### src/rtl/minisys_ctrl_pkg.sv
// Shared definitions for the Minisys-1A multi-cycle control sequencer.
// Contents:
//   state_t        - FSM state encoding (the value is visible on the state port)
//   pc_src_t       - next-PC select encoding
//   EXC_*          - CP0 Cause ExcCode values
//   OP_* / F_* ... - opcode, funct and field constants used by the decoder
//   instr_class_t  - one-hot instruction class flags plus a reserved flag
package minisys_ctrl_pkg;

  typedef enum logic [2:0] {
    ST_INIT = 3'd0,
    ST_IF   = 3'd1,
    ST_ID   = 3'd2,
    ST_EXE  = 3'd3,
    ST_MEM  = 3'd4,
    ST_WB   = 3'd5,
    ST_EXC  = 3'd6
  } state_t;

  typedef enum logic [2:0] {
    PC_4   = 3'd0,
    PC_BR  = 3'd1,
    PC_JMP = 3'd2,
    PC_REG = 3'd3,
    PC_EPC = 3'd4,
    PC_VEC = 3'd5
  } pc_src_t;

  localparam logic [4:0] EXC_INT = 5'd0;
  localparam logic [4:0] EXC_SYS = 5'd8;
  localparam logic [4:0] EXC_BP  = 5'd9;
  localparam logic [4:0] EXC_RI  = 5'd10;

  // Primary opcodes
  localparam logic [5:0] OP_RTYPE  = 6'b000000;
  localparam logic [5:0] OP_REGIMM = 6'b000001;
  localparam logic [5:0] OP_J      = 6'b000010;
  localparam logic [5:0] OP_JAL    = 6'b000011;
  localparam logic [5:0] OP_BEQ    = 6'b000100;
  localparam logic [5:0] OP_BNE    = 6'b000101;
  localparam logic [5:0] OP_BLEZ   = 6'b000110;
  localparam logic [5:0] OP_BGTZ   = 6'b000111;
  localparam logic [5:0] OP_ADDI   = 6'b001000;
  localparam logic [5:0] OP_ADDIU  = 6'b001001;
  localparam logic [5:0] OP_SLTI   = 6'b001010;
  localparam logic [5:0] OP_SLTIU  = 6'b001011;
  localparam logic [5:0] OP_ANDI   = 6'b001100;
  localparam logic [5:0] OP_ORI    = 6'b001101;
  localparam logic [5:0] OP_XORI   = 6'b001110;
  localparam logic [5:0] OP_LUI    = 6'b001111;
  localparam logic [5:0] OP_COP0   = 6'b010000;
  localparam logic [5:0] OP_LB     = 6'b100000;
  localparam logic [5:0] OP_LH     = 6'b100001;
  localparam logic [5:0] OP_LW     = 6'b100011;
  localparam logic [5:0] OP_LBU    = 6'b100100;
  localparam logic [5:0] OP_LHU    = 6'b100101;
  localparam logic [5:0] OP_SB     = 6'b101000;
  localparam logic [5:0] OP_SH     = 6'b101001;
  localparam logic [5:0] OP_SW     = 6'b101011;

  // R-type funct codes
  localparam logic [5:0] F_SLL     = 6'b000000;
  localparam logic [5:0] F_SRL     = 6'b000010;
  localparam logic [5:0] F_SRA     = 6'b000011;
  localparam logic [5:0] F_SLLV    = 6'b000100;
  localparam logic [5:0] F_SRLV    = 6'b000110;
  localparam logic [5:0] F_SRAV    = 6'b000111;
  localparam logic [5:0] F_JR      = 6'b001000;
  localparam logic [5:0] F_JALR    = 6'b001001;
  localparam logic [5:0] F_SYSCALL = 6'b001100;
  localparam logic [5:0] F_BREAK   = 6'b001101;
  localparam logic [5:0] F_MFHI    = 6'b010000;
  localparam logic [5:0] F_MTHI    = 6'b010001;
  localparam logic [5:0] F_MFLO    = 6'b010010;
  localparam logic [5:0] F_MTLO    = 6'b010011;
  localparam logic [5:0] F_MULT    = 6'b011000;
  localparam logic [5:0] F_MULTU   = 6'b011001;
  localparam logic [5:0] F_DIV     = 6'b011010;
  localparam logic [5:0] F_DIVU    = 6'b011011;
  localparam logic [5:0] F_ADD     = 6'b100000;
  localparam logic [5:0] F_ADDU    = 6'b100001;
  localparam logic [5:0] F_SUB     = 6'b100010;
  localparam logic [5:0] F_SUBU    = 6'b100011;
  localparam logic [5:0] F_AND     = 6'b100100;
  localparam logic [5:0] F_OR      = 6'b100101;
  localparam logic [5:0] F_XOR     = 6'b100110;
  localparam logic [5:0] F_NOR     = 6'b100111;
  localparam logic [5:0] F_SLT     = 6'b101010;
  localparam logic [5:0] F_SLTU    = 6'b101011;

  // REGIMM rt codes
  localparam logic [4:0] RT_BLTZ   = 5'b00000;
  localparam logic [4:0] RT_BGEZ   = 5'b00001;
  localparam logic [4:0] RT_BLTZAL = 5'b10000;
  localparam logic [4:0] RT_BGEZAL = 5'b10001;

  // COP0 rs codes and the single legal eret word
  localparam logic [4:0]  RS_MFC0  = 5'b00000;
  localparam logic [4:0]  RS_MTC0  = 5'b00100;
  localparam logic [31:0] ERET_WORD = 32'h4200_0018;

  typedef struct packed {
    logic alu;       // anything that simply writes back a result
    logic branch;    // beq/bne/bgez/bgtz/blez/bltz
    logic link_br;   // bgezal/bltzal
    logic jmp;
    logic jal;
    logic jr;
    logic jalr;
    logic eret;
    logic mthilo;
    logic mtc0;
    logic mul;
    logic div;
    logic load;
    logic store;
    logic syscall;
    logic brk;
    logic reserved;
  } instr_class_t;

endpackage

### src/rtl/instr_class_dec.sv
// Combinational instruction classifier for the Minisys-1A control sequencer.
// Ports:
//   ir  in  32  instruction register contents
//   cls out     one-hot class flags; exactly one bit set, reserved when the
//               encoding is outside the implemented ISA
module instr_class_dec
  import minisys_ctrl_pkg::*;
(
  input  logic [31:0]  ir,
  output instr_class_t cls
);

  logic [5:0] op;
  logic [5:0] funct;
  logic [4:0] rs;
  logic [4:0] rt;

  assign op    = ir[31:26];
  assign rs    = ir[25:21];
  assign rt    = ir[20:16];
  assign funct = ir[5:0];

  always_comb begin
    cls = '0;
    case (op)
      OP_RTYPE: begin
        case (funct)
          F_JR:               cls.jr      = 1'b1;
          F_JALR:             cls.jalr    = 1'b1;
          F_MULT, F_MULTU:    cls.mul     = 1'b1;
          F_DIV, F_DIVU:      cls.div     = 1'b1;
          F_MTHI, F_MTLO:     cls.mthilo  = 1'b1;
          F_SYSCALL:          cls.syscall = 1'b1;
          F_BREAK:            cls.brk     = 1'b1;
          F_SLL, F_SRL, F_SRA, F_SLLV, F_SRLV, F_SRAV,
          F_MFHI, F_MFLO,
          F_ADD, F_ADDU, F_SUB, F_SUBU, F_AND, F_OR, F_XOR, F_NOR,
          F_SLT, F_SLTU:      cls.alu     = 1'b1;
          default:            cls.reserved = 1'b1;
        endcase
      end
      OP_REGIMM: begin
        case (rt)
          RT_BLTZ, RT_BGEZ:     cls.branch   = 1'b1;
          RT_BLTZAL, RT_BGEZAL: cls.link_br  = 1'b1;
          default:              cls.reserved = 1'b1;
        endcase
      end
      OP_COP0: begin
        if (ir == ERET_WORD)    cls.eret     = 1'b1;
        else if (rs == RS_MFC0) cls.alu      = 1'b1;
        else if (rs == RS_MTC0) cls.mtc0     = 1'b1;
        else                    cls.reserved = 1'b1;
      end
      OP_J:                               cls.jmp    = 1'b1;
      OP_JAL:                             cls.jal    = 1'b1;
      OP_BEQ, OP_BNE, OP_BLEZ, OP_BGTZ:   cls.branch = 1'b1;
      OP_ADDI, OP_ADDIU, OP_SLTI, OP_SLTIU,
      OP_ANDI, OP_ORI, OP_XORI:           cls.alu    = 1'b1;
      OP_LUI: begin
        // lui is only legal with a zero rs field
        if (rs == 5'd0) cls.alu      = 1'b1;
        else            cls.reserved = 1'b1;
      end
      OP_LB, OP_LH, OP_LW, OP_LBU, OP_LHU: cls.load  = 1'b1;
      OP_SB, OP_SH, OP_SW:                 cls.store = 1'b1;
      default:                             cls.reserved = 1'b1;
    endcase
  end

endmodule

### src/rtl/multicycle_ctrl32.sv
// Multi-cycle control sequencer for the Minisys-1A CPU.
// Steps the instruction in IR through IF/ID/EXE/MEM/WB, with memory wait
// states, multi-cycle mult/div dwell and exception/interrupt entry at
// instruction boundaries.
// Ports:
//   clock, reset_n            clock and synchronous active-low reset
//   ir                        current IR contents
//   imem_ready, dmem_ready    instruction fetch / data access handshakes
//   Alu_resultHigh            effective-address high bits (IO decode)
//   branch_taken              branch condition, valid in EXE
//   int_req, int_en           external interrupt request and enable
//   state                     current FSM state
//   pc_write .. cp0_write     write enables
//   mem_*/io_*                data access strobes
//   muldiv_start              first-EXE-cycle pulse for mult/div
//   pc_src                    next-PC select
//   exc_req, exc_code         exception entry pulse and Cause ExcCode
//   instr_done                instruction retires this cycle
module multicycle_ctrl32
  import minisys_ctrl_pkg::*;
#(
  parameter int                   ADDR_HI_W  = 22,
  parameter logic [ADDR_HI_W-1:0] IO_HIGH    = '1,
  parameter int                   MUL_CYCLES = 4,
  parameter int                   DIV_CYCLES = 32
) (
  input  logic                 clock,
  input  logic                 reset_n,
  input  logic [31:0]          ir,
  input  logic                 imem_ready,
  input  logic                 dmem_ready,
  input  logic [ADDR_HI_W-1:0] Alu_resultHigh,
  input  logic                 branch_taken,
  input  logic                 int_req,
  input  logic                 int_en,
  output logic [2:0]           state,
  output logic                 pc_write,
  output logic                 ir_write,
  output logic                 reg_write,
  output logic                 hilo_write,
  output logic                 cp0_write,
  output logic                 mem_read,
  output logic                 mem_write,
  output logic                 io_read,
  output logic                 io_write,
  output logic                 muldiv_start,
  output logic [2:0]           pc_src,
  output logic                 exc_req,
  output logic [4:0]           exc_code,
  output logic                 instr_done
);

  localparam int              CNT_W    = $clog2(DIV_CYCLES + 1);
  localparam logic [CNT_W-1:0] MUL_LOAD = CNT_W'(MUL_CYCLES - 1);
  localparam logic [CNT_W-1:0] DIV_LOAD = CNT_W'(DIV_CYCLES - 1);

  state_t           state_q;
  logic [CNT_W-1:0] dwell_q;
  logic [4:0]       exc_code_q;

  instr_class_t     cls;
  logic             muldiv_op;
  logic             io_sel;
  logic             end_cycle;
  logic             take_int;
  pc_src_t          pc_src_c;

  instr_class_dec u_dec (
    .ir  (ir),
    .cls (cls)
  );

  assign muldiv_op = cls.mul | cls.div;
  assign io_sel    = (Alu_resultHigh == IO_HIGH);
  assign take_int  = int_req & int_en;

  // The cycle on which the current instruction retires.
  always_comb begin
    end_cycle = 1'b0;
    case (state_q)
      ST_EXE: end_cycle = cls.branch | cls.jmp | cls.jr | cls.eret |
                          cls.mthilo | cls.mtc0 |
                          (muldiv_op && (dwell_q == '0));
      ST_MEM: end_cycle = cls.store & dmem_ready;
      ST_WB:  end_cycle = 1'b1;
      default: end_cycle = 1'b0;
    endcase
  end

  always_ff @(posedge clock) begin
    if (!reset_n) begin
      state_q    <= ST_INIT;
      dwell_q    <= '0;
      exc_code_q <= EXC_INT;
    end else begin
      case (state_q)
        ST_INIT: state_q <= ST_IF;
        ST_IF:   if (imem_ready) state_q <= ST_ID;
        ST_ID: begin
          if (cls.reserved) begin
            state_q    <= ST_EXC;
            exc_code_q <= EXC_RI;
          end else if (cls.syscall) begin
            state_q    <= ST_EXC;
            exc_code_q <= EXC_SYS;
          end else if (cls.brk) begin
            state_q    <= ST_EXC;
            exc_code_q <= EXC_BP;
          end else begin
            state_q <= ST_EXE;
            dwell_q <= cls.div ? DIV_LOAD : (cls.mul ? MUL_LOAD : '0);
          end
        end
        ST_EXE: begin
          if (muldiv_op) begin
            if (dwell_q != '0) dwell_q <= dwell_q - 1'b1;
          end else if (cls.load | cls.store) begin
            state_q <= ST_MEM;
          end else if (cls.alu | cls.link_br | cls.jal | cls.jalr) begin
            state_q <= ST_WB;
          end
        end
        ST_MEM: if (dmem_ready && cls.load) state_q <= ST_WB;
        ST_WB:  ;
        ST_EXC: state_q <= ST_IF;
        default: state_q <= ST_INIT;
      endcase

      // Instruction boundary: this overrides the per-state choice above, and
      // is the only place an interrupt is ever sampled.
      if (end_cycle) begin
        if (take_int) begin
          state_q    <= ST_EXC;
          exc_code_q <= EXC_INT;
        end else begin
          state_q <= ST_IF;
        end
      end
    end
  end

  // Output decode; everything is forced quiet while reset is held so that an
  // aborted instruction issues no write on the reset cycle.
  always_comb begin
    pc_write     = 1'b0;
    ir_write     = 1'b0;
    reg_write    = 1'b0;
    hilo_write   = 1'b0;
    cp0_write    = 1'b0;
    mem_read     = 1'b0;
    mem_write    = 1'b0;
    io_read      = 1'b0;
    io_write     = 1'b0;
    muldiv_start = 1'b0;
    exc_req      = 1'b0;
    pc_src_c     = PC_4;
    instr_done   = 1'b0;
    if (reset_n) begin
      instr_done = end_cycle;
      case (state_q)
        ST_IF: begin
          ir_write = imem_ready;
          pc_write = imem_ready;
        end
        ST_EXE: begin
          if (cls.branch | cls.link_br) begin
            pc_write = branch_taken;
            pc_src_c = PC_BR;
          end else if (cls.jmp | cls.jal) begin
            pc_write = 1'b1;
            pc_src_c = PC_JMP;
          end else if (cls.jr | cls.jalr) begin
            pc_write = 1'b1;
            pc_src_c = PC_REG;
          end else if (cls.eret) begin
            pc_write = 1'b1;
            pc_src_c = PC_EPC;
          end else if (cls.mthilo) begin
            hilo_write = 1'b1;
          end else if (cls.mtc0) begin
            cp0_write = 1'b1;
          end else if (muldiv_op) begin
            // Counter only ever counts down from its load value, so matching
            // the load value identifies the first dwell cycle.
            muldiv_start = (dwell_q == (cls.div ? DIV_LOAD : MUL_LOAD));
            hilo_write   = (dwell_q == '0);
          end
        end
        ST_MEM: begin
          io_read   = cls.load  &  io_sel;
          mem_read  = cls.load  & ~io_sel;
          io_write  = cls.store &  io_sel;
          mem_write = cls.store & ~io_sel;
        end
        ST_WB: reg_write = 1'b1;
        ST_EXC: begin
          exc_req  = 1'b1;
          pc_write = 1'b1;
          pc_src_c = PC_VEC;
        end
        default: ;
      endcase
    end
  end

  assign state    = state_q;
  assign pc_src   = pc_src_c;
  assign exc_code = exc_code_q;

endmodule

### config.mk
export PLATFORM = sky130hd
export DESIGN_NAME = multicycle_ctrl32
export DESIGN_NICKNAME = d
export VERILOG_FILES = /design/src/rtl/minisys_ctrl_pkg.sv /design/src/rtl/instr_class_dec.sv /design/src/rtl/multicycle_ctrl32.sv
export SDC_FILE = /design/constraint.sdc
export NUM_CORES = 1
export LEC_CHECK = 0
export CORE_ASPECT_RATIO = 0.8
export CORE_MARGIN = 1.5
export CORE_UTILIZATION = 35
export DETAILED_ROUTE_END_ITERATION = 8
export PLACE_DENSITY = 0.69
export REMOVE_ABC_BUFFERS = 1
export SKIP_CTS_REPAIR_TIMING = 1
export SYNTH_ARGS = -nofsm -noshare
export SYNTH_HDL_FRONTEND = slang
export SYNTH_SLANG_ARGS = --single-unit
### constraint.sdc
create_clock -name clock -period 3.1 [get_ports clock]
set_input_delay 0.62 -clock clock [delete_from_list [all_inputs] [get_ports clock]]
set_output_delay 0.62 -clock clock [all_outputs]
set_load 0.1 [all_outputs]
==> Word-level counts from Yosys, hierarchy flattened <==
Cells that the tools add are included.
Widths: inputs -> output; s select.
{ "op_classes": {"n_reduce_logical": 26, "bitwise": 21, "eq_ne": 74, "mux": 116, "n_addsub": 1} }
{ "ops": {"columns": ["cell", "count"], "rows": [
  ["$eq 6x6->1 const B", 18],
  ["$mux 1", 76],
  ["$eq 6x4->1 const B", 12],
  ["$eq 6x5->1 const B", 9],
  ["$mux 3", 15],
  ["$eq 6x3->1 const B", 7],
  ["$mux 5", 8],
  ["$eq 32x31->1 const B", 1],
  ["$mux 6", 5],
  ["$reduce_or 28->1", 1],
  ["$eq 6x2->1 const B", 4],
  ["$eq 22x22->1 const B", 1],
  ["$reduce_or 21->1", 1],
  ["$logic_not 6->1", 3],
  ["$pmux 3 s6", 1],
  ["$reduce_or 18->1", 1],
  ["$or 1x1->1", 14],
  ["$ne 2x2->1 const B", 6],
  ["$pmux 6 s2", 1],
  ["$reduce_or 2->1", 6],
  ["$eq 5x5->1 const B", 2],
  ["$logic_not 5->1", 2],
  ["$eq 3x3->1 const B", 3],
  ["$ne 3x3->1 const B", 3],
  ["26 further kinds", 38]
]} }
{ "totals": {"regBits": 14, "inputBits": 61, "output_inout_bits": 23, "elab_cells": 241} }

==> Longest topological paths before layout <==
Gate-level depths: netlist of run 1.
{ "depth": {"depth_word": 15, "ltp_mapped": 9} }

==> Hierarchy <==
From an unflattened synthesis of run 1, not the netlist that was laid out.
{ "unflattened": {"hier_cells": 248, "area_unflattened_um2": 1727.9} }
{ "by_module_without_submodules": {"columns": ["module", "area_each_um2", "seq_area_each_um2", "cells_per_inst", "n_inst"], "rows": [
  ["multicycle_ctrl32", 1255.0, 280.3, 169, 1],
  ["instr_class_dec", 473.0, 0.0, 79, 1]
]} }

==> Worst setup path before layout of run 1 <==
Ideal clock, no wire load.
{ "synth_path": {"path_kind": "flip-flop to output port", "start": "register state_q[1] (netlist: state[1])", "end": "output muldiv_start", "stages_incl_launch_ff": 7, "arrival_time_ns": 5.068, "required_time_ns": 2.480, "path_slack_ns": -2.588, "path_buffers": 1, "cell_sequence": "dfxtp_1 buf_6 nor2b_1 nand2_1 or3_1 a211o_1 nor4_1"} }
{ "synth_between": {"elab_chain_cells": 3} }
{ "synth_lines": {"columns": ["element", "line_no", "rtl"], "rows": [
  ["start, declared", "multicycle_ctrl32.sv:57", "state_t state_q;"],
  ["start signal, assigned", "multicycle_ctrl32.sv:92", "state_q <= ST_INIT;"],
  ["start signal, assigned", "multicycle_ctrl32.sv:97", "ST_INIT: state_q <= ST_IF;"],
  ["start signal, assigned", "multicycle_ctrl32.sv:98", "ST_IF: if (imem_ready) state_q <= ST_ID;"],
  ["$eq 3x2->1", "multicycle_ctrl32.sv:160", "case (state_q)"],
  ["$mux 1", "multicycle_ctrl32.sv:160", null],
  ["$mux 1", "multicycle_ctrl32.sv:158", "if (reset_n) begin"],
  ["end, declared", "multicycle_ctrl32.sv:46", "output logic muldiv_start,"]
]} }
Every way passes these cells.

==> Final worst setup path of run 1 <==
{ "layout_path": {"start": "input ir[28]", "end": "output muldiv_start"} }
{ "layout_between": {"elab_chain_cells": 13, "word_cells_on_any_way": 37, "cone_classes": "10 x eq/ne; 21 x mux; 4 x bitwise; 2 x reduce/logical"} }
{ "layout_lines": {"columns": ["element", "line_no", "rtl"], "rows": [
  ["start, declared", "multicycle_ctrl32.sv:29", "input logic [31:0] ir,"],
  ["$logic_not 6->1", "instr_class_dec.sv:25", "case (op)"],
  ["$mux 2", "instr_class_dec.sv:25", null],
  ["$mux 5", "multicycle_ctrl32.sv:185", "muldiv_start = (dwell_q == (cls.div ? DIV_LOAD : MUL_LOAD));"],
  ["$eq 6x5->1", "multicycle_ctrl32.sv:185", null],
  ["$mux 1", "multicycle_ctrl32.sv:182", "end else if (muldiv_op) begin"],
  ["$mux 1", "multicycle_ctrl32.sv:180", "end else if (cls.mtc0) begin"],
  ["$mux 1", "multicycle_ctrl32.sv:178", "end else if (cls.mthilo) begin"],
  ["$mux 1", "multicycle_ctrl32.sv:175", "end else if (cls.eret) begin"],
  ["$mux 1", "multicycle_ctrl32.sv:172", "end else if (cls.jr | cls.jalr) begin"],
  ["$mux 1", "multicycle_ctrl32.sv:169", "end else if (cls.jmp | cls.jal) begin"],
  ["$mux 1 (*)", "multicycle_ctrl32.sv:166", "if (cls.branch | cls.link_br) begin"],
  ["$mux 1 (*)", "multicycle_ctrl32.sv:160", null],
  ["$mux 1 (*)", "multicycle_ctrl32.sv:158", null]
]} }
Mark *: on every way between the ends. The rest lies on a longest branch, timed or not.

==> results of run 1 <==
==> cells by family (layout without fill, tap and decap cells) <==
kind of cell | after synthesis | in the layout | synth area share
simple gates | 141 | 141 | 0.442
mux | 1 | 1 | 0.00592
fa+ha+maj | 3 | 3 | 0.0198
compound gates | 77 | 77 | 0.298
buf+inv | 23 | 162 | 0.0869
flops | 14 | 14 | 0.147
==> worst max-delay path, stage by stage <==
cell and delay, ns:
dlymetal6s2s_1 0.16, buf_4 0.16, inv_4 0.07, a21oi_4 0.07, or3_4 0.38, a211o_1 0.33, nor4_4 0.31, buf_4 0.16
buf_12 0.16
==> path summary, 6_finish.rpt <==
check / cells after the start / end / slack [ns] / startpoint
worst min register to register: 1 / exc_code[4] / 0.46 / exc_code[4]
worst min-delay path: 1 / exc_code[4] / 0.46 / exc_code[4]
worst max-delay path: 9 / muldiv_start / 0.06 / ir[28]
worst max register to register: 9 / state[2] / 0.88 / dwell_q[2]
==> through the flow <==
| stage | instance area (um^2) | utilization | std cells | hold slack (ns) | setup TNS [ns] |
|---|---|---|---|---|---|
| 5_1_grt | 3540 | 0.692 | 460 | 0.490 | -0.0441 |
| 2_1_floorplan | 1770 | - | 244 | 0.475 | -10.78 |
| 6_report | 3540 | 0.692 | 460 | 0.461 | 0 |
| 3_5_place_dp | 3250 | 0.635 | 449 | 0.449 | -1.66 |
| 4_1_cts | 3310 | 0.646 | 453 | 0.464 | -1.54 |
| 3_3_place_gp | 3250 | 0.635 | 449 | 0.446 | -1.33 |
==> state kept, by name, summed over array words and instances, names as in the netlist <==
name	count
dwell_q	6
exc_code	5
state	3
==> synth_stat cells (2+ instances only) <==
master,n,share of area
nand2_1,27,0.053
nand2b_1,3,0.0099
o22ai_1,3,0.0099
nor3b_1,2,0.0079
clkbuf_1,2,0.0040
o221a_2,2,0.012
inv_1,8,0.016
nor2b_1,5,0.016
o41ai_1,2,0.0092
nor3_1,9,0.024
dfxtp_1,14,0.15
buf_2,5,0.013
o32ai_1,2,0.0092
a211o_1,2,0.0092
nor2_1,31,0.061
and3_1,2,0.0066
nand3_1,4,0.011
a211oi_1,4,0.016
o21ai_0,15,0.039
o21ai_1,2,0.0053
and2_1,3,0.0099
a21oi_1,13,0.034
nor4b_1,2,0.0092
a31oi_1,7,0.023
o21bai_1,2,0.0079
o211ai_1,3,0.012
buf_6,3,0.018
ha_1,3,0.020
nand4_1,13,0.043
clkbuf_8,5,0.036
nand4b_1,2,0.0092
and4_1,3,0.014
a2111oi_0,2,0.0092
o21a_1,3,0.012
or3_1,3,0.0099
nor4_1,11,0.036
==> where the power goes <==
group          total (W)  internal, W  switching (W)
registers       0.000256     0.000217      0.0000393
clock network   0.000177     0.000112      0.0000642
logic           0.000987     0.000376       0.000611
==> routing by layer <==
layer | up-vias | share of wire | GRT usage
met3 | 18 | 0.10 | 0.0488
met2 | 177 | 0.45 | 0.411
met1 | 1245 | 0.43 | 0.339
met5 | - | 0 | 0
met4 | 0 | 0.018 | 0.0262
li1 | 1287 | - | -
==> final cells by class <==
class,instances,share of cell area
Tap cell,62,0.0219
Sequential cell,14,0.0791
Clock buffer,4,0.0155
Multi-Input combinational cell,222,0.451
Timing Repair Buffer,150,0.423
Inverter,8,0.00918
==> run summary, run 1 <==
===========================================================================================
Number of synthesized flops with an enable pin                                            0
Maximum buffer depth of the clock tree                                                    2
CTS tree                                                                              built
Count of standard-cell rows                                                              23
Most common cell after layout, fill and taps aside                                    buf_4
Length of the first detailed-routing pass in iterations                                   8
TritonCTS buffer count                                                                    3
Design Power                                                                      0.00142 W
Vertical die dimension                                                              68.9 um
Maximum clock frequency                                                             329 MHz
Reported leakage power                                                              1.58 nW
Number of fill cells                                                                    421
Vias                                                                                   2727
Floorplan die width                                                                 85.4 um
Aggregate global routing overflow                                                         0
Final number of max-transition violations                                                 0
Synth unique cells                                                                       73
Fin crit period                                                                     3.04 ns
HPWL after detailed placement                                                       5880 um
Most instantiated flip-flop cell in the synthesis netlist                           dfxtp_1
Worst Setup Slack post-DPL                                                        -0.414 ns
Net total in the final layout                                                           463
Remaining max-slew budget at the tightest pin                                         0.715
Core box area                                                                     5120 um^2
Residual antenna-violating net count after detailed routing                               0
Clock latency on the worst-skew pair                                                0.24 ns
Proportion of synthesized flip-flops having asynchronous set or reset                     0
Launching element type of the critical path                                       input pin
Share of cells above drive strength 1                                                 0.364
Multi-input logic area                                                            1600 um^2
Starting density of the core                                                          0.371
Power density over cell area                                                    401 nW/um^2
Final wirelength                                                                    7680 um
Global-route usage over all layers                                                    0.245
Number of sinks on the clock net                                                         14
Reg area                                                                           280 um^2
Final setup fails                                                                         0
IO Port Bufs                                                                             83
Arrival time at the worst endpoint                                                  2.42 ns
Crit path capture type                                                         primary output
Reg clk slew, reported paths                                                        0.06 ns
Flop and latch count out of synthesis                                                    14
Synthesized area per cell                                                         7.34 um^2
Cell chosen for the clock root                                                     clkbuf_8
Critical path fanouts, max                                                                3
GPL Wtd Cong                                                                          0.906
Number of antenna repair diodes                                                           0
Area growth from synthesis to final layout                                            86.4%
H-tree levels                                                                             1
Startpoint-to-endpoint class of the critical path                              input pin to primary output
First-pass GRT wire length                                                         11400 um
Netlist area before placement                                                     1900 um^2
Number of antenna violations at the first check in global routing                         0
Count of yosys warnings during synthesis                                                  0
Smallest setup slack after layout                                                 0.0577 ns
Sequential element share of the synthesized area                                      0.147
Highest ir drop seen on vdd                                                        0.697 mV
Status                                                                         finished with violations
Wire length per cell after detailed routing                                         16.7 um
Final hold violations                                                                     0
Type of the worst min-delay path                                               register to register
Number of maximum-capacitance violations                                                  0
Most frequent cells in the layout                                              69 x buf_4, 29 x nor2_1, 28 x clkdlybuf4s50_1
Vias per std cell                                                                      5.93
Required time at the worst-slack endpoint                                           2.48 ns
Final routed DRC violation total                                                          2
Ports                                                                                    84
Number of design-rule violations left by the first detailed-router iteration            307
Worst clock skew                                                                 0.00191 ns
Gate count of the mapped netlist                                                        259
Fin crit share                                                                        0.981
Maximum number of pins on one net before global-route repair                             19
Violated checks                                                                         DRC
Die footprint                                                                     5880 um^2
Worst slew pin tran                                                                0.426 ns
Via count of the first global-routing pass                                             2428
===========================================================================================
Note: power is estimated with default switching activity, not from simulation.
==> run 2: changes to the inputs <==
Settings changed: MAX_ROUTING_LAYER from default to met4.
==> run 2 against run 1 <==
Net effect: the run still ends with DRC left; hold slack better by 0.010 ns; final cell count is 0.43% lower; fmax is 0.49% lower; die area stayed put; register-to-register slack hardly changed; sequential share of layout area is 0.070 points higher; cell area is 0.88% lower; power is 0.48% lower; via count is 1.5% lower; critical path type unchanged.
==> run summary, run 2 (synthesis results as in run 1) <==
===========================================================================================
First-pass GRT wire length                                                         11300 um
Final wirelength                                                                    7510 um
Number of sinks on the clock net                                                         14
Fin crit period                                                                     3.06 ns
Worst clock skew                                                                 0.00112 ns
Final number of max-transition violations                                                 0
Vias per std cell                                                                      5.86
Remaining max-slew budget at the tightest pin                                         0.694
Launching element type of the critical path                                       input pin
Net total in the final layout                                                           461
Maximum buffer depth of the clock tree                                                    2
Most congested layer reported by global routing                                        met2
HPWL after detailed placement                                                       5770 um
Biggest register                                                                    dwell_q
Required time at the worst-slack endpoint                                           2.48 ns
Global-route usage over all layers                                                    0.249
Hold WS                                                                            0.471 ns
Length of the first detailed-routing pass in iterations                                   7
Violated checks                                                                         DRC
Cell internal power dissipation                                                  0.000703 W
Multi-input logic area                                                            1570 um^2
Flip-flop count of the largest register, all copies and words added                       6
Type of the worst min-delay path                                               register to register
Sw frac                                                                               0.502
Number of antenna violations at the first check in global routing                         0
Die footprint                                                                     5880 um^2
Clock share of power                                                                  0.128
Core box area                                                                     5120 um^2
Sequential cell fraction of total power                                               0.180
Fin crit share                                                                        0.986
Clock latency on the worst-skew pair                                                0.25 ns
Final routed DRC violation total                                                          2
Vias                                                                                   2685
Worst-case register-to-register setup slack                                         0.88 ns
Met3 routing resource usage after global routing                                     0.0393
Power density over cell area                                                    402 nW/um^2
Maximum clock frequency                                                             327 MHz
Net switching power                                                              0.000710 W
Maximum number of pins on one net before global-route repair                             19
Via count of the first global-routing pass                                             2519
IO Port Bufs                                                                             83
Share of cells above drive strength 1                                                 0.348
Reg area                                                                           280 um^2
Most frequent cells in the layout                                              67 x buf_4, 29 x nor2_1, 28 x clkdlybuf4s50_1
GPL Wtd Cong                                                                          0.941
Status                                                                         finished with violations
Critical path fanouts, max                                                                3
Number of maximum-capacitance violations                                                  0
Vertical die dimension                                                              68.9 um
H-tree levels                                                                             1
Number of fill cells                                                                    444
Number of antenna repair diodes                                                           0
Final setup fails                                                                         0
Count of standard-cell rows                                                              23
Most common cell after layout, fill and taps aside                                    buf_4
Aggregate global routing overflow                                                         0
Arrival time at the worst endpoint                                                  2.44 ns
Startpoint-to-endpoint class of the critical path                              input pin to primary output
Crit path capture type                                                         primary output
TritonCTS buffer count                                                                    3
Grt met1 use                                                                          0.336
Starting density of the core                                                          0.371
Fraction of power consumed by combinational cells                                     0.692
Reported leakage power                                                              1.58 nW
Highest ir drop seen on vdd                                                        0.645 mV
Number of design-rule violations left by the first detailed-router iteration            230
Residual antenna-violating net count after detailed routing                               0
Met2 layer usage reported by global route                                             0.415
Wire length per cell after detailed routing                                         16.4 um
CTS tree                                                                              built
Final hold violations                                                                     0
Cell chosen for the clock root                                                     clkbuf_8
Floorplan die width                                                                 85.4 um
Reg clk slew, reported paths                                                        0.06 ns
Ports                                                                                    84
Area growth from synthesis to final layout                                            84.7%
Final core utilization                                                                0.685
Worst slew pin tran                                                                0.447 ns
===========================================================================================
[run 2: per-stage QoR]
step / total power (W) / instances / area (um^2) / setup TNS (ns) / setup WS (ns)
floorplan: 0.000833 / 244 / 1770 / -10.78 / -2.63
global placement: 0.00119 / 449 / 3250 / -1.53 / -0.362
detailed placement: 0.00120 / 449 / 3250 / -1.81 / -0.433
CTS: 0.00138 / 453 / 3310 / -1.79 / -0.456
global route: 0.00149 / 458 / 3510 / -0.0136 / -0.0136
finish: 0.00141 / 458 / 3510 / 0 / 0.0426
[run 2: path summary, 6_finish.rpt]
kind                     from            to  cells past startpoint
hold reg to reg   exc_code[0]   exc_code[0]                      2
setup reg to reg   dwell_q[2]      state[2]                      9
setup / recovery       ir[19]  muldiv_start                     10
hold / removal    exc_code[0]   exc_code[0]                      2
[run 2: power groups by stage]
| stage | Clock [W] | Sequential, W | Combinational, W |
|---|---|---|---|
| after floorplan | 0 | 0.000436 | 0.000397 |
| final | 0.000181 | 0.000255 | 0.000977 |
| after CTS | 0.000184 | 0.000254 | 0.000944 |
| after global routing | 0.000192 | 0.000260 | 0.00104 |
| after detailed placement | 0 | 0.000258 | 0.000940 |
| after global placement | 0 | 0.000256 | 0.000936 |
[run 2: worst max-delay path, cell delays in order]
cell and delay, ns:
dlymetal6s2s_1 0.15, buf_6 0.14, nor4b_4 0.05, nand2b_1 0.08
a21oi_2 0.07, or3_4 0.37, a211o_1 0.33, nor4_4 0.30
buf_4 0.16, buf_12 0.16
[run 2: cell type report]
class                      count  share of cell area
multi-input combinational    222               0.447
clock buffer                   4              0.0157
sequential                    14              0.0798
timing repair buffer         148               0.427
inverter                       8             0.00855
tap                           62              0.0221
[run 2: metal layers]
layer	routed length, um	vias to the layer above
met1	3350	1248
met5	0	-
met3	546	13
met4	118	0
met2	3500	141
li1	-	1283
==> run 3: changes to the inputs <==
Settings changed: SKIP_LAST_GASP from default to 1.
==> run 3 against run 2 <==
Net effect: the run ends with DRC, setup timing left; sequential power about the same; flip-flop and latch count unchanged; global-route usage unchanged; count of clock-buffer cells in the layout unchanged; largest cell class unchanged.
==> run summary, run 3 (synthesis results as in run 1) <==
===========================================================================================
Number of design-rule violations left by the first detailed-router iteration            247
Worst clock skew                                                                0.000987 ns
Floorplan die width                                                                 85.4 um
Final TNS setup                                                                 -0.00620 ns
Required time at the worst-slack endpoint                                           2.48 ns
Aggregate global routing overflow                                                         0
Number of sinks on the clock net                                                         14
Launching element type of the critical path                                       input pin
Highest metal used                                                                     met4
Flip-flop count of the largest register, all copies and words added                       6
Via count of the first global-routing pass                                             2519
Worst slew pin tran                                                                0.467 ns
IO Port Bufs                                                                             83
Violated checks                                                                DRC, setup timing
Crit path capture type                                                         primary output
Final setup fails                                                                         1
CTS tree                                                                              built
Reg area                                                                           280 um^2
Clock latency on the worst-skew pair                                                0.24 ns
Number of fill cells                                                                    429
Met3 routed wirelength                                                               589 um
Critical path fanouts, max                                                                4
Vertical die dimension                                                              68.9 um
Multi-input logic area                                                            1570 um^2
Type of the worst min-delay path                                               register to register
Smallest setup slack after layout                                               -0.00620 ns
Final wirelength                                                                    7650 um
HPWL after detailed placement                                                       5770 um
Fin crit share                                                                         1.00
Startpoint-to-endpoint class of the critical path                              input pin to primary output
TritonCTS buffer count                                                                    3
Final routed DRC violation total                                                          2
Worst-case register-to-register setup slack                                         0.89 ns
Number of antenna repair diodes                                                           0
Final hold violations                                                                     0
M1 wire length                                                                      3350 um
Share of cells above drive strength 1                                                 0.333
Status                                                                         finished with violations
Most common cell after layout, fill and taps aside                                    buf_4
H-tree levels                                                                             1
Launch point of the worst reg-to-reg path                                        dwell_q[2]
Remaining max-slew budget at the tightest pin                                         0.680
Global-route usage over all layers                                                    0.249
Cell chosen for the clock root                                                     clkbuf_8
Min-Delay Startpoint                                                            exc_code[0]
Core box area                                                                     5120 um^2
Wire length per cell after detailed routing                                         16.7 um
Final cell area excluding filler cells                                            3560 um^2
Met2 wire length                                                                    3570 um
Vias per std cell                                                                      5.84
Design Power                                                                      0.00142 W
Instance area at placement                                                        3250 um^2
Maximum buffer depth of the clock tree                                                    2
Vias                                                                                   2675
Reported leakage power                                                              1.63 nW
Count of standard-cell rows                                                              23
Unrepaired setup endpoints after global routing                                         yes
Length of the first detailed-routing pass in iterations                                   7
Biggest register                                                                    dwell_q
Area growth from synthesis to final layout                                            87.1%
Fin crit period                                                                     3.11 ns
Reg clk slew, reported paths                                                        0.06 ns
First-pass GRT wire length                                                         11300 um
Number of antenna violations at the first check in global routing                         0
Setup crit start                                                                     ir[27]
Net total in the final layout                                                           461
Residual antenna-violating net count after detailed routing                               0
Highest ir drop seen on vdd                                                        0.647 mV
Arrival time at the worst endpoint                                                  2.49 ns
Die footprint                                                                     5880 um^2
Starting density of the core                                                          0.371
Number of maximum-capacitance violations                                                  0
Power density over cell area                                                    398 nW/um^2
Most frequent cells in the layout                                              67 x buf_4, 31 x dlymetal6s2s_1, 29 x nor2_1
GPL Wtd Cong                                                                          0.941
Ports                                                                                    84
Final number of max-transition violations                                                 0
Maximum clock frequency                                                             322 MHz
Maximum number of pins on one net before global-route repair                             19
===========================================================================================
[run 3: changes by cell type in the layout (fill, tap and decap cells not counted), sizes merged]
cell,before,now
dlymetal6s2s,25,31
clkbuf,10,4
[run 3: layout make-up]
type,count,share of cell area
inverter,8,0.00844
multi-input combinational,222,0.441
clock buffer,4,0.0155
sequential,14,0.0788
tap,62,0.0218
timing repair buffer,148,0.434
[run 3: power breakdown]
part	switching, W	internal, W	total, W	leakage (nW)
Clock	0.0000660	0.000112	0.000178	0.0288
Combinational	0.000606	0.000377	0.000983	1.49
Sequential	0.0000385	0.000217	0.000255	0.114
Total	0.000710	0.000706	0.00142	1.63
[run 3: worst max-delay path: stages]
cell,delay (ns)
dlymetal6s2s_1,0.18
buf_4,0.16
nand2b_1,0.11
a21oi_2,0.07
or3_4,0.37
a211o_1,0.33
nor4_4,0.31
buf_4,0.17
buf_12,0.16
[run 3: path summary, 6_finish.rpt]
path / cells after the start / end
setup / recovery: 9 / muldiv_start
hold / removal: 2 / exc_code[0]
setup reg to reg: 9 / state[2]
hold reg to reg: 2 / exc_code[0]
[run 3: metal layers]
| metal | up-vias | GRT usage |
|---|---|---|
| li1 | 1284 | - |
| met4 | 0 | 0.0242 |
| met2 | 139 | 0.415 |
| met5 | - | - |
| met3 | 19 | 0.0393 |
| met1 | 1233 | 0.336 |
[run 3: through the flow]
| step | util | cells | setup WS, ns | hold WS [ns] |
|---|---|---|---|---|
| after floorplan | - | 244 | -2.63 | 0.475 |
| after global placement | 0.635 | 449 | -0.362 | 0.446 |
| after detailed placement | 0.635 | 449 | -0.433 | 0.460 |
| after CTS | 0.646 | 453 | -0.456 | 0.471 |
| after global routing | 0.694 | 458 | -0.0474 | 0.498 |
| final | 0.694 | 458 | -0.00620 | 0.471 |
